[config.mk]
export PLATFORM = sky130hd
export DESIGN_NAME = switch_debouncer
export DESIGN_NICKNAME = d
export VERILOG_FILES = /design/src/rtl/switch_debouncer_pkg.sv /design/src/rtl/switch_debouncer_debounce_bit.sv /design/src/rtl/switch_debouncer.sv
export SDC_FILE = /design/constraint.sdc
export NUM_CORES = 1
export LEC_CHECK = 0
export CORE_MARGIN = 2
export CORE_UTILIZATION = 52
export CTS_BUF_LIST = sky130_fd_sc_hd__clkbuf_8
export DETAILED_ROUTE_END_ITERATION = 12
export PLACE_DENSITY_LB_ADDON = 0.05
export SLEW_MARGIN = 20
export SYNTH_ARGS = -nofsm -noshare
export SYNTH_HDL_FRONTEND = slang
export SYNTH_SLANG_ARGS = --single-unit
[constraint.sdc]
create_clock -name clk -period 5.5 [get_ports clk]
set_input_delay 1.1 -clock clk [delete_from_list [all_inputs] [get_ports clk]]
set_output_delay 1.1 -clock clk [all_outputs]
set_load 0.05 [all_outputs]
[src/rtl/switch_debouncer_pkg.sv]
// Shared types and constants for the switch debouncer block.
// Per-bit qualification state and synchronizer depth live here so the bench and RTL agree.
package switch_pkg;

   typedef enum logic [1:0] {
      LOW        = 2'd0,
      CHECK_HIGH = 2'd1,
      HIGH       = 2'd2,
      CHECK_LOW  = 2'd3
   } db_state_t;

   localparam int SYNC_DEPTH = 2;

endpackage

[src/rtl/switch_debouncer_debounce_bit.sv]
// One-bit debouncer: 2-flop synchronizer, qualification FSM with run counter, edge pulses.
// Latency 2 + STABLE_CYCLES from a clean raw edge to level change; no backpressure.
module debounce_bit
   import switch_pkg::*;
#(
   parameter int STABLE_CYCLES = 1_000_000
) (
   input  logic clk,
   input  logic n_reset,
   input  logic raw_in,
   output logic level,
   output logic rise,
   output logic fall
);

   localparam int             CW   = $clog2(STABLE_CYCLES);
   localparam logic [CW-1:0]  LAST = CW'(STABLE_CYCLES - 1);
   localparam logic [CW-1:0]  ONE  = CW'(1);

   logic [SYNC_DEPTH-1:0] sync_q;
   logic                  din;
   db_state_t             state;
   logic [CW-1:0]         cnt;

   always_ff @(posedge clk or negedge n_reset) begin
      if (!n_reset) begin
         sync_q <= '0;
      end else begin
         sync_q <= {sync_q[SYNC_DEPTH-2:0], raw_in};
      end
   end

   assign din = sync_q[SYNC_DEPTH-1];

   // cnt holds the number of consecutive qualifying samples seen so far; it
   // stops at LAST, so it never needs to represent STABLE_CYCLES itself.
   always_ff @(posedge clk or negedge n_reset) begin
      if (!n_reset) begin
         state <= LOW;
         cnt   <= '0;
         level <= 1'b0;
         rise  <= 1'b0;
         fall  <= 1'b0;
      end else begin
         rise <= 1'b0;
         fall <= 1'b0;
         case (state)
            LOW: begin
               if (din) begin
                  state <= CHECK_HIGH;
                  cnt   <= ONE;
               end
            end
            CHECK_HIGH: begin
               if (!din) begin
                  state <= LOW;
                  cnt   <= '0;
               end else if (cnt == LAST) begin
                  state <= HIGH;
                  cnt   <= '0;
                  level <= 1'b1;
                  rise  <= 1'b1;
               end else begin
                  cnt <= cnt + ONE;
               end
            end
            HIGH: begin
               if (!din) begin
                  state <= CHECK_LOW;
                  cnt   <= ONE;
               end
            end
            CHECK_LOW: begin
               if (din) begin
                  state <= HIGH;
                  cnt   <= '0;
               end else if (cnt == LAST) begin
                  state <= LOW;
                  cnt   <= '0;
                  level <= 1'b0;
                  fall  <= 1'b1;
               end else begin
                  cnt <= cnt + ONE;
               end
            end
            default: begin
               state <= LOW;
               cnt   <= '0;
               level <= 1'b0;
            end
         endcase
      end
   end

endmodule

[src/rtl/switch_debouncer.sv]
// Multi-bit switch debouncer with per-bit rise/fall pulses and sticky rise events.
// Latency 2 + STABLE_CYCLES per bit; no backpressure, event_ack clears pending flags.
module switch_debouncer
   import switch_pkg::*;
#(
   parameter int WIDTH         = 4,
   parameter int STABLE_CYCLES = 1_000_000
) (
   input  logic             clk,
   input  logic             n_reset,
   input  logic [WIDTH-1:0] raw_switch,
   output logic [WIDTH-1:0] switch,
   output logic [WIDTH-1:0] rise,
   output logic [WIDTH-1:0] fall,
   output logic [WIDTH-1:0] event_pending,
   input  logic [WIDTH-1:0] event_ack
);

   for (genvar i = 0; i < WIDTH; i++) begin : g_bit
      debounce_bit #(
         .STABLE_CYCLES (STABLE_CYCLES)
      ) u_bit (
         .clk     (clk),
         .n_reset (n_reset),
         .raw_in  (raw_switch[i]),
         .level   (switch[i]),
         .rise    (rise[i]),
         .fall    (fall[i])
      );
   end

   // Set has priority over ack so a rise coinciding with an ack is never lost.
   always_ff @(posedge clk or negedge n_reset) begin
      if (!n_reset) begin
         event_pending <= '0;
      end else begin
         event_pending <= (event_pending & ~event_ack) | rise;
      end
   end

endmodule

==> impl_summary.txt <==
----------------------------------------------------
[Power and ir drop]
  Internal ... 1163 µW
  Switch share ... 0.2421
  Power share of the combinational group ... 0.068
  Switching power ... 371.3 µW
  Power density normalized to cell area ... 250.9 nW/µm²
  Worst supply voltage drop on vdd ... 179.8 µV
  Seq pwr share ... 0.575
  Clock share of power ... 0.357
  Leakage power ... 0.002569 µW

[STA]
  Setup violators final ... 0
  Fin Setup TNS ... 0 ps
  Final Cycle Share ... 0.4933
  Post-Route Skew ... 11.87 ps
  Hold slack final ... 351.3 ps
  Number of pins exceeding their max-slew limit in the final report ... 0
  Slew @ Worst Pin ... 971.4 ps
  Peak Freq ... 0.3686 GHz
  Hold Fails Final Rpt ... 0
  Worst slew slack as a fraction of its limit ... 0.3524
  Setup repair after global routing missed its margin ... no
  Post-layout min period ... 2713 ps

[Worst setup path]
  Data arrival time of the critical path ... 1610 ps
  Slowest stage cell, crit path ... sky130_fd_sc_hd__clkdlybuf4s50_1
  Sort of element at the end of the critical path ... primary output
  Largest fanout on the critical path ... 2
  Kind of cell adding the most delay to the critical path ... buffers and inverters
  Critical R2R Launch ... g_bit[2].u_bit.cnt[0]$_DFFE_PN0P_
  Slowest stage delay, CP ... 820 ps
  Setup crit start kind ... flop
  WS Path Type ... reg -> out
  Critical path buffers and inverters ... 1
  Required time reported for the critical path endpoint ... 4400 ps
  Crit path cell chain ... clkdlybuf4s50_1
  Launching element of the worst setup path ... g_bit[0].u_bit.rise$_DFF_PN0_

[Finish]
  Top library cells by usage in the layout, fill and taps aside ... sky130_fd_sc_hd__dfrtp_1, sky130_fd_sc_hd__nand2_1, sky130_fd_sc_hd__nor2_1, sky130_fd_sc_hd__a31oi_1, sky130_fd_sc_hd__nand3_1
  Post-layout instance area ... 6113 µm²
  Ant. Diodes ... 0
  Most frequent standard cell in the layout excluding fill and tap cells ... sky130_fd_sc_hd__dfrtp_1
  Area growth from synthesis to final layout ... 8.169%
  Fraction of final layout cells sized beyond drive strength 1 ... 0.06845
  Final net count ... 609

[Drt]
  Number of design rule violations left after detail routing ... 0
  Count of vias placed by the detailed router ... 4368
  Highest metal layer with signal wires ... met4
  First-pass iteration count of the detailed router ... 4
  Count of routing violations after the opening detailed-route iteration ... 237
  Detailed-route wire length ... 10.93 mm
  Routed WL per cell ... 14.79 µm
  Met1 Routed Length ... 5.344 mm
  Average via count per standard cell ... 5.911
  Wire length on met2 ... 5.074 mm
  Number of nets still failing antenna checks after routing ... 0
  Met3 wirelength from detailed routing ... 396 µm

[GRT]
  Number of antenna violations at the first check in global routing ... 0
  Vias in the first global route ... 4056
  Total global-route track usage ... 0.2058
  Aggregate global routing overflow ... 0
  Pin count of the biggest net entering global routing ... 78
  First-pass GRT wire length ... 19.18 mm

[Clock network]
  Clock network latency to the later pin of the worst-skew pair ... 380 ps
  H-tree lvl count ... 3
  Longest Clk Path Bufs ... 2
  Clock transition at the register clock pins on the worst setup and hold paths after CTS ... 100 ps
  Count of cells resized by post-cts repair ... 0
  CTS Root Cell ... sky130_fd_sc_hd__clkbuf_8
  Total number of clock tree sinks ... 112
  Number of buffers created by CTS ... 9
  # hold bufs at CTS ... 0
  TritonCTS clock tree ... done
  Post-CTS setup-driven buffer insertion count ... 0

[Run]
  Max Cap Viol ... 0

[Logic synthesis]
  Mean instance size in the synthesized netlist ... 9.612 µm²
  Combined area of all synthesized cells ... 5652 µm²
  YS warnings ... 0
  EDFF count, synth ... 0
  Seq cells post-synth ... 112
  Unique masters post-synth ... 56
  Top cells by area, synth ... sky130_fd_sc_hd__dfrtp_1, sky130_fd_sc_hd__a31oi_1, sky130_fd_sc_hd__nand2_1, sky130_fd_sc_hd__nor2_1, sky130_fd_sc_hd__nand3_1
  Dominant register cell in the synthesized netlist ... sky130_fd_sc_hd__dfrtp_1
  Count of mapped cells out of synthesis ... 588
  Library cell occupying the most area in the post-synthesis netlist ... sky130_fd_sc_hd__dfrtp_1
  Top-area cell type share of the netlist area ... 0.4959
  Net count of the mapped netlist ... 602
  Part of the Yosys area used for sequential elements ... 0.4959
  Share of flip-flops with an asynchronous set or reset after synthesis ... 1.000

[Floorplanning]
  Die Ht ... 108.3 µm
  FP Rows ... 38
  Area of the core region ... 10700 µm²
  Chip width ... 108.3 µm
  I/O pin count ... 26
  Floorplan die area ... 11720 µm²
  Starting utilization of the core area ... 0.5283

[Status]
  Outcome ... complete, no violations

[Placed design]
  Final weighted congestion in routability-driven placement ... 0.7995
  Cell area after placement ... 5893 µm²
  Buffers added on ports ... 25
  Post-detailed-placement half-perimeter wirelength ... 7.416 mm

[Hold path]
  Class of the tightest hold or removal check ... reg -> reg
  Worst hold start ... g_bit[1].u_bit.sync_q[0]$_DFF_PN0_

----------------------------------------------------
[layer usage]
metal | track usage | vias up
li1 | - | 2165
met1 | 0.2880 | 2137
met2 | 0.3176 | 56
met3 | 0.05485 | 10
met4 | 0.05861 | 0
met5 | 0 | -
[cell families (layout without fill, tap and decap cells)]
kind of cell | Yosys count | count (layout) | synth area share
simple gates | 242 | 242 | 0.2276
compound gates | 157 | 157 | 0.1806
flops | 112 | 112 | 0.4959
buf+inv | 49 | 60 | 0.04804
xor+xnor | 18 | 18 | 0.02789
mux | 6 | 6 | 0.01107
fa+ha+maj | 4 | 4 | 0.008856
[flip-flops by register name (all words and copies together), names as in the netlist, named ones only]
register,flops
g_bit.u_bit.level,4
g_bit.u_bit.sync_q,8
g_bit.u_bit.state,4
g_bit.u_bit.rise,4
g_bit.u_bit.cnt,80
event_pending,4
g_bit.u_bit.fall,4
[layout make-up]
type,count,area [µm²]
fill,968,4584
sequential,112,2803
multi-input combinational,427,2577
timing repair buffer,29,277.8
tap,140,175.2
clock buffer,11,151.4
clock inverter,4,68.82
inverter,16,60.06
[power by group through the flow]
stage	sequential [µW]	combinational, µW	clock, µW
after floorplan	890	72.3	0
after global placement	897	103	0
after detailed placement	898	107	0
after CTS	882	107	566
after global routing	888	122	592
final	882	104	548
[worst paths after layout]
kind	end	slack [ps]	depth (start not counted)
worst max-delay path	rise[0]	2790	1
worst min-delay path	g_bit[1].u_bit.sync_q[1]$_DFF_PN0_	350	0
worst max register to register	g_bit[2].u_bit.cnt[12]$_DFFE_PN0P_	3010	7
worst min register to register	g_bit[1].u_bit.sync_q[1]$_DFF_PN0_	350	0
max in group asynchronous	g_bit[2].u_bit.cnt[14]$_DFFE_PN0P_	3590	2
min in group asynchronous	g_bit[3].u_bit.fall$_DFF_PN0_	850	1
[metrics by stage]
step,instances,total power (µW),util,setup slack (ps)
finish,739,1534,0.5715,2787
global route,739,1602,0.5715,2731
CTS,739,1555,0.5715,2759
detailed placement,724,1005,0.5509,3045
global placement,724,999.6,0.5509,3110
floorplan,588,961.9,-,3630
[cell usage after synthesis (all sizes together) (2+ instances only)]
master   instances
and2             8
xor2            13
mux2i            4
nand3b           3
inv             16
a21o             9
o2bb2ai          2
mux2             2
o211ai           2
nand3           39
nand2           54
a41oi           12
clkbuf          10
xnor2            5
nor3             9
nor2            55
or4              2
nor4            11
ha               4
a21oi           39
a22o             8
a211oi           3
dfrtp          112
o21ai           23
or2              4
and4b            2
a31oi           49
nor3b            6
nand4           17
buf             23
nand2b          12
o31ai            2
and4             7
and3             9
Power figures use the tool's default switching activity.
